[src/rtl/bd_pkg.sv]
// Shared types and constants for the bundled-data receive path.
//
// Contents:
//   bd_rx_state_e    - receiver handshake FSM states (IDLE, ACK, STALL)
//   MIN_SYNC_STAGES  - smallest synchronizer depth considered metastability-safe
//   BD_DEFAULT_DATA_W, bd_word_t - default bundled word type; modules with a
//                      configurable width declare their own word type from
//                      their DATA_W parameter.
package bd_pkg;

    typedef enum logic [1:0] {
        IDLE  = 2'd0,
        ACK   = 2'd1,
        STALL = 2'd2
    } bd_rx_state_e;

    localparam int MIN_SYNC_STAGES   = 2;
    localparam int BD_DEFAULT_DATA_W = 16;

    typedef logic [BD_DEFAULT_DATA_W-1:0] bd_word_t;

endpackage

[src/rtl/bd_sync_ff.sv]
// Single-bit multi-flop synchronizer for asynchronous control inputs.
//
// Parameters:
//   STAGES   - flop chain depth. Values below MIN_SYNC_STAGES are raised to it.
// Ports:
//   clk      - destination clock
//   rst_n    - asynchronous active-low reset; clears every stage to 0
//   i_async  - asynchronous level input
//   o_sync   - synchronized level (last stage of the chain)
module bd_sync_ff
    import bd_pkg::*;
#(
    parameter int STAGES = 2
) (
    input  logic clk,
    input  logic rst_n,
    input  logic i_async,
    output logic o_sync
);

    localparam int DEPTH = (STAGES < MIN_SYNC_STAGES) ? MIN_SYNC_STAGES : STAGES;

    logic [DEPTH-1:0] r_chain;

    // Bit 0 is the stage that samples the asynchronous input.
    always_ff @(posedge clk or negedge rst_n) begin
        if (!rst_n) begin
            r_chain <= '0;
        end else begin
            r_chain <= {r_chain[DEPTH-2:0], i_async};
        end
    end

    assign o_sync = r_chain[DEPTH-1];

endmodule

[src/rtl/bd_rx_sync.sv]
// Clocked receiver for a 4-phase bundled-data channel.
//
// The asynchronous request is synchronized into the clk domain; the bundled
// data is captured directly (never synchronized) once the synchronized
// request is seen and the acknowledge is still low, which is when the
// bundling constraint guarantees it is stable. Captured words are buffered
// in a small FIFO presented downstream as a show-ahead valid/ready stream.
//
// Parameters:
//   DATA_W      - bundled-data width
//   SYNC_STAGES - request synchronizer depth (2..4)
//   FIFO_DEPTH  - buffer entries, power of 2, at least 2
// Ports:
//   clk         - clock
//   rst_n       - asynchronous active-low reset
//   bd_req      - asynchronous 4-phase request (level)
//   bd_data     - bundled data, stable while bd_req=1 and bd_ack=0
//   bd_ack      - registered acknowledge back to the transmitter
//   out_valid   - FIFO head is valid
//   out_data    - FIFO head (show-ahead)
//   out_ready   - consumer accepts the head
//   fifo_level  - current FIFO occupancy
module bd_rx_sync
    import bd_pkg::*;
#(
    parameter int DATA_W      = 16,
    parameter int SYNC_STAGES = 2,
    parameter int FIFO_DEPTH  = 4
) (
    input  logic                          clk,
    input  logic                          rst_n,
    input  logic                          bd_req,
    input  logic [DATA_W-1:0]             bd_data,
    output logic                          bd_ack,
    output logic                          out_valid,
    output logic [DATA_W-1:0]             out_data,
    input  logic                          out_ready,
    output logic [$clog2(FIFO_DEPTH):0]   fifo_level
);

    localparam int AW = $clog2(FIFO_DEPTH);
    localparam logic [AW:0] PTR_ONE = (AW+1)'(1);

    typedef logic [DATA_W-1:0] rx_word_t;

    rx_word_t      r_mem [FIFO_DEPTH];
    logic [AW:0]   r_wr_ptr;
    logic [AW:0]   r_rd_ptr;
    bd_rx_state_e  r_state;
    logic          r_ack;

    logic          w_req_s;
    logic          w_full;
    logic          w_empty;
    logic          w_push;
    logic          w_pop;

    bd_sync_ff #(
        .STAGES  (SYNC_STAGES)
    ) u_req_sync (
        .clk     (clk),
        .rst_n   (rst_n),
        .i_async (bd_req),
        .o_sync  (w_req_s)
    );

    // Pointers carry one extra wrap bit so full and empty are distinguishable
    // when the addresses match.
    assign w_full  = (r_wr_ptr[AW-1:0] == r_rd_ptr[AW-1:0]) &&
                     (r_wr_ptr[AW] != r_rd_ptr[AW]);
    assign w_empty = (r_wr_ptr == r_rd_ptr);
    assign w_pop   = !w_empty && out_ready;

    // Push decision uses the current-cycle full flag only: a pop in the same
    // cycle does not open a slot until the following cycle.
    always_comb begin
        w_push = 1'b0;
        case (r_state)
            IDLE:    w_push = w_req_s && !w_full;
            STALL:   w_push = !w_full;
            default: w_push = 1'b0;
        endcase
    end

    // Handshake FSM. Exactly one push per 4-phase cycle: the push happens on
    // the transition into ACK, and ACK waits for the return-to-zero request.
    always_ff @(posedge clk or negedge rst_n) begin
        if (!rst_n) begin
            r_state <= IDLE;
            r_ack   <= 1'b0;
        end else begin
            case (r_state)
                IDLE: begin
                    if (w_req_s) begin
                        if (!w_full) begin
                            r_state <= ACK;
                            r_ack   <= 1'b1;
                        end else begin
                            r_state <= STALL;
                        end
                    end
                end
                STALL: begin
                    if (!w_full) begin
                        r_state <= ACK;
                        r_ack   <= 1'b1;
                    end
                end
                ACK: begin
                    if (!w_req_s) begin
                        r_state <= IDLE;
                        r_ack   <= 1'b0;
                    end
                end
                default: begin
                    r_state <= IDLE;
                    r_ack   <= 1'b0;
                end
            endcase
        end
    end

    always_ff @(posedge clk or negedge rst_n) begin
        if (!rst_n) begin
            r_wr_ptr <= '0;
            r_rd_ptr <= '0;
        end else begin
            if (w_push) begin
                r_wr_ptr <= r_wr_ptr + PTR_ONE;
            end
            if (w_pop) begin
                r_rd_ptr <= r_rd_ptr + PTR_ONE;
            end
        end
    end

    // Storage is data only; contents are meaningless until written, and the
    // empty flag masks them, so no reset is applied.
    always_ff @(posedge clk) begin
        if (w_push) begin
            r_mem[r_wr_ptr[AW-1:0]] <= bd_data;
        end
    end

    assign bd_ack     = r_ack;
    assign out_valid  = !w_empty;
    assign out_data   = r_mem[r_rd_ptr[AW-1:0]];
    // Modulo subtraction of the extended pointers yields 0..FIFO_DEPTH.
    assign fifo_level = r_wr_ptr - r_rd_ptr;

endmodule

[config.mk]
export PLATFORM = sky130hd
export DESIGN_NAME = bd_rx_sync
export DESIGN_NICKNAME = d
export VERILOG_FILES = /design/src/rtl/bd_pkg.sv /design/src/rtl/bd_sync_ff.sv /design/src/rtl/bd_rx_sync.sv
export SDC_FILE = /design/constraint.sdc
export NUM_CORES = 1
export LEC_CHECK = 0
export ABC_AREA = 1
export CAP_MARGIN = 20
export CORE_MARGIN = 5
export CORE_UTILIZATION = 40
export CTS_CLUSTER_DIAMETER = 200
export DETAILED_ROUTE_END_ITERATION = 12
export GPL_ROUTABILITY_DRIVEN = 0
export PLACE_DENSITY = 0.73
export SYNTH_ARGS = -nofsm -noshare
export SYNTH_HDL_FRONTEND = slang
export SYNTH_SLANG_ARGS = --single-unit
[constraint.sdc]
create_clock -name clk -period 4.5 [get_ports clk]
set_input_delay 0.9 -clock clk [delete_from_list [all_inputs] [get_ports clk]]
set_output_delay 0.9 -clock clk [all_outputs]
set_load 0.01 [all_outputs]
==> impl_results.md <==
* YS warnings at 0
* Mapped Nets at 257
* Clk_lat worst skew at 330 ps
* Cts hold-fix bufs at 0
* DRT antenna net count at 0
* Ports at 41
* Vias per cell at 4.91
* Buffer and inverter count on the worst path at 2
* First-pass GRT wire length at 9530 um
* FF+latch count, synth at 75
* Die height at 96.4 um
* CP arrival at 2330 ps
* Finish-stage setup viols at 0
* Routed wire per std cell at 15.3 um
* Unrepaired setup endpoints after global routing: false
* Final period util at 0.717
* Slowest-stage cell, CP: clkdlybuf4s50_1
* Area leader, netlist: edfxtp_1
* Number of max-cap violations at 0
* Commonest non-fill, non-tap cell in the layout: edfxtp_1
* Area growth from synthesis to layout at 23.6%
* Post-CTS sizing at 0
* Initial antenna violation count at 0
* Mapped cell area at 2990 um^2
* Crit start category: flop
* DRT Pass-1 Iters at 4
* ANT cells at 0
* Setup Buffers After CTS at 0
* Die width at 96.4 um
* Clock Skew at 6.88 ps
* Commonest non-fill, non-tap cells in the layout: edfxtp_1, clkdlybuf4s50_1, nor2_1, nand2_1, o21ai_0
* Worst EP required at 3600 ps
* NumNets Final at 306
* Final Hold Viols at 0
* Fin Setup TNS at 0 ps
* DR vias at 1,876
* Crit Path Class: reg -> out
* Initial Util at 0.412
* Hpwl dp at 3890 um
* Clk slew on worst S/H paths at 70 ps
* Die ar. at 9290 um^2
* Setup crit end kind: output port
* Global Route Usage Sum at 0.140
* Clock buffer count from CTS at 9
* VDD IR max at 258 uV
* Clock sinks at 75
* Largest net degree at the start of global routing at 34
* TritonCTS clock tree: done
* PD cells at 677 nW/um^2
* CTS Root Buffer Type: clkbuf_8
* CTS max path bufs at 2
* Post-synthesis cell type count at 18
* Cell chain of the critical path: inv_2, o21ai_1, o22ai_1, clkdlybuf4s50_1
* Lkg Pwr at 1.35 nW
* WL final at 5830 um
* Worst Tran Pin Value at 829 ps
* Status: completed
* Flop2flop setup slack at 1670 ps
* Core Box Area at 7250 um^2
* Area contributors post-synth: edfxtp_1, dfrtp_1, nor2_1
* Avg Inst Size Synth at 13.0 um^2
* CP max FO at 33
* H-tree levels at 3
* Rel. slew slack at 0.445
* Vias in the first global route at 1,922
* Row cnt at 31
* Synth top area share at 0.644
* DR iter-0 viols at 198
* Minimum clock period at 3230 ps
* Port bufs at 40
* Largest stage delay, worst path at 580 ps
* Achievable Freq at 0.310 GHz
* Synthesized instance count at 229
* Sequential cell area fraction in the yosys report at 0.736
* Crit path max-delay family: buffers and inverters
* Final Max Slew Viols at 0
* Global route overflow at 0
* Post-route DRC at 0
* Type of the worst min-delay path: reg -> reg
* Hold_ws at 348 ps
* Fraction of layout instances using a drive strength above 1 at 0.0742
## Yosys cell counts, drive strengths merged
| library cell | n |
|---|---|
| nor3 | 1 |
| o21ai | 33 |
| edfxtp | 64 |
| fa | 1 |
| nand3 | 8 |
| xor2 | 3 |
| o22ai | 16 |
| nand2 | 24 |
| buf | 8 |
| ha | 7 |
| inv | 14 |
| dfrtp | 11 |
| nor2 | 39 |
## final cells by class
cell class | instances | area [um^2]
timing repair buffer | 46 | 445
multi-input combinational | 132 | 693
fill | 626 | 3560
clock buffer | 12 | 135
tap | 99 | 124
clock inverter | 4 | 41.3
sequential | 75 | 2200
inverter | 14 | 52.6
## logic make-up after synthesis
family | count (synthesis) | share of synthesized area
compound gates | 49 | 0.0889
xor+xnor | 3 | 0.00880
fa+ha+maj | 8 | 0.0360
buf+inv | 22 | 0.0319
flops | 75 | 0.736
simple gates | 72 | 0.0985
## state kept, by name, summed over array words and instances (netlist names)
name,flops
r_mem,64
r_rd_ptr,3
r_wr_ptr,3
r_state,2
u_req_sync.r_chain,2
bd_ack,1
## path summary, 6_finish.rpt
path	depth (start not counted)	from	endpoint
worst min register to register	0	u_req_sync.r_chain[0]$_DFF_PN0_	u_req_sync.r_chain[1]$_DFF_PN0_
worst max-delay path	4	r_rd_ptr[0]$_DFFE_PN0P_	out_data[7]
max in group asynchronous	1	rst_n	r_wr_ptr[0]$_DFFE_PN0P_
worst min-delay path	0	u_req_sync.r_chain[0]$_DFF_PN0_	u_req_sync.r_chain[1]$_DFF_PN0_
min in group asynchronous	1	rst_n	r_rd_ptr[0]$_DFFE_PN0P_
worst max register to register	8	r_rd_ptr[1]$_DFFE_PN0P_	r_mem[2][9]$_DFFE_PP_
## stage by stage
stage	area [um^2]	instances	utilization	power (mW)	setup WS (ps)
floorplan	2990	229	-	1.55	2040
global placement	3510	366	0.484	2.03	1650
detailed placement	3510	366	0.484	2.06	1620
CTS	3690	382	0.509	2.54	1230
global route	3690	382	0.509	2.68	1040
finish	3690	382	0.509	2.50	1270
## per-layer routing
layer | part of all wire | vias to the layer above | track usage
met3 | 0.035 | 6 | 0.0294
met1 | 0.44 | 916 | 0.171
met4 | 0.014 | 0 | 0.0794
met2 | 0.51 | 36 | 0.229
met5 | 0 | - | 0
li1 | - | 918 | -
## where the power goes
| part | total [mW] | internal [mW] | switching [mW] | leakage (nW) |
|---|---|---|---|---|
| combinational | 1.05 | 0.474 | 0.576 | 0.550 |
| clock | 0.469 | 0.252 | 0.218 | 0.0871 |
| sequential | 0.976 | 0.903 | 0.0728 | 0.717 |
| total | 2.50 | 1.63 | 0.867 | 1.35 |
(Power assumes the default switching activity.)
==> edit (config.mk and constraints unchanged) <==
Change the package constant `MIN_SYNC_STAGES` from 2 to 4.
--- a/src/rtl/bd_pkg.sv
+++ b/src/rtl/bd_pkg.sv
@@ -14,7 +14,7 @@
         STALL = 2'd2
     } bd_rx_state_e;
 
-    localparam int MIN_SYNC_STAGES   = 2;
+    localparam int MIN_SYNC_STAGES   = 4;
     localparam int BD_DEFAULT_DATA_W = 16;
 
     typedef logic [BD_DEFAULT_DATA_W-1:0] bd_word_t;
Function: changed (Yosys sat finds a counterexample within 4 cycles, from zero or initial values and one cycle with rst_n low).
==> edit against the unedited design <==
Critical endpoint is now out_data[12]. Design area rose by 2.2%. Total power rose by 4.2%. Sequential cell count rose by 2. Setup slack improved by 0.017 ns. Register-to-register slack improved by 0.04 ns. First-iteration DRC count fell by 61%. Clock skew rose by 0.0046 ns. Wire length rose by 2.7%. Combinational power barely moved. Area after synthesis rose by 1.7%.
==> edit: results (changes against the unedited design) <==
Synthesis
* syn avg cell area: 13.2 um^2, +1.3%
* register area share after synthesis: 74.0%, +0.40 points
* async set-reset flop share out of synthesis: 16.9%, +2.2 points
* Mapped Nets: 258, +0.39%
* top cells by area, synth: sky130_fd_sc_hd__edfxtp_1, sky130_fd_sc_hd__dfrtp_1, sky130_fd_sc_hd__nor2_1, sky130_fd_sc_hd__o21ai_0, sky130_fd_sc_hd__o22ai_1

STA
* period utilization: 71.3%, -0.37 points
* Tightest Pin Transition: 0.795 ns, -0.0340 ns
* clock skew: 0.0114 ns, +0.00455 ns

Detailed routing
* met1 wire length: 2580 um, +0.19%
* violation count after the first detailed-route iteration: 78, -61%
* met3 WL post-DR: 227 um, +9.7%
* drt total wl: 5990 um, +2.7%
* DR WL met2: 3080 um, +3.6%
* vias: 1888, +0.64%

Global route
* global-route wire length before repair: 10100 um, +5.5%
* vias in the first global route: 2033, +5.8%

Power and ir drop
* Switching Fraction: 34.1%, -0.60 points
* static leakage: 1.39 nW, +2.5%
* largest vdd supply drop: 249 uV, -3.5%

Outcome
* run status: finished clean

Layout
* Filler Cells Inserted: 640, +2.2%
* final net count: 307, +0.33%
* share of final-layout standard cells stronger than drive strength 1: 8.10%, +0.68 points

Setup path
* reg2reg setup slack: 1.71 ns, +0.04 ns
* endpoint of the worst-slack reg-to-reg timing path: r_mem[2][15]

Min path
* Min-Delay Endpoint: u_req_sync.r_chain[2]

Placement
* DP Area: 3560 um^2, +1.5%

edit: layout make-up:
cell class              instances  share of cell area, %
clock buffers                  13                   3.68
clock inverters                 3                   1.82
inverters                      15                   1.49
multi-input cells             130                   18.3
flip-flops and latches         77                   59.6
well taps                      99                   3.28
repair buffers                 46                   11.8
edit: kinds of logic after synthesis:
logic type	count (synthesis)	synth area share, %
xor gates and xnor gates	3	0.865
and+or+nand+nor	69	9.35
DFF	77	74.0
buffers and inverters	23	3.26
adders and majority gates	8	3.54
AOI/OAI and AO/OA	50	8.98
edit: power by group through the flow:
stage,logic (mW),clock network (mW),registers (mW)
detailed placement,1.07,0,1.01
CTS,1.08,0.563,0.993
global placement,1.05,0,1.00
floorplan,0.579,0,0.994
finish,1.05,0.552,0.993
global route,1.17,0.598,1.01
edit: routing by layer:
layer  up-vias  track usage [%]
met1       921             15.6
met4         0             6.70
met2        41             24.1
met5         -                0
met3         8             3.09
li1        918                -
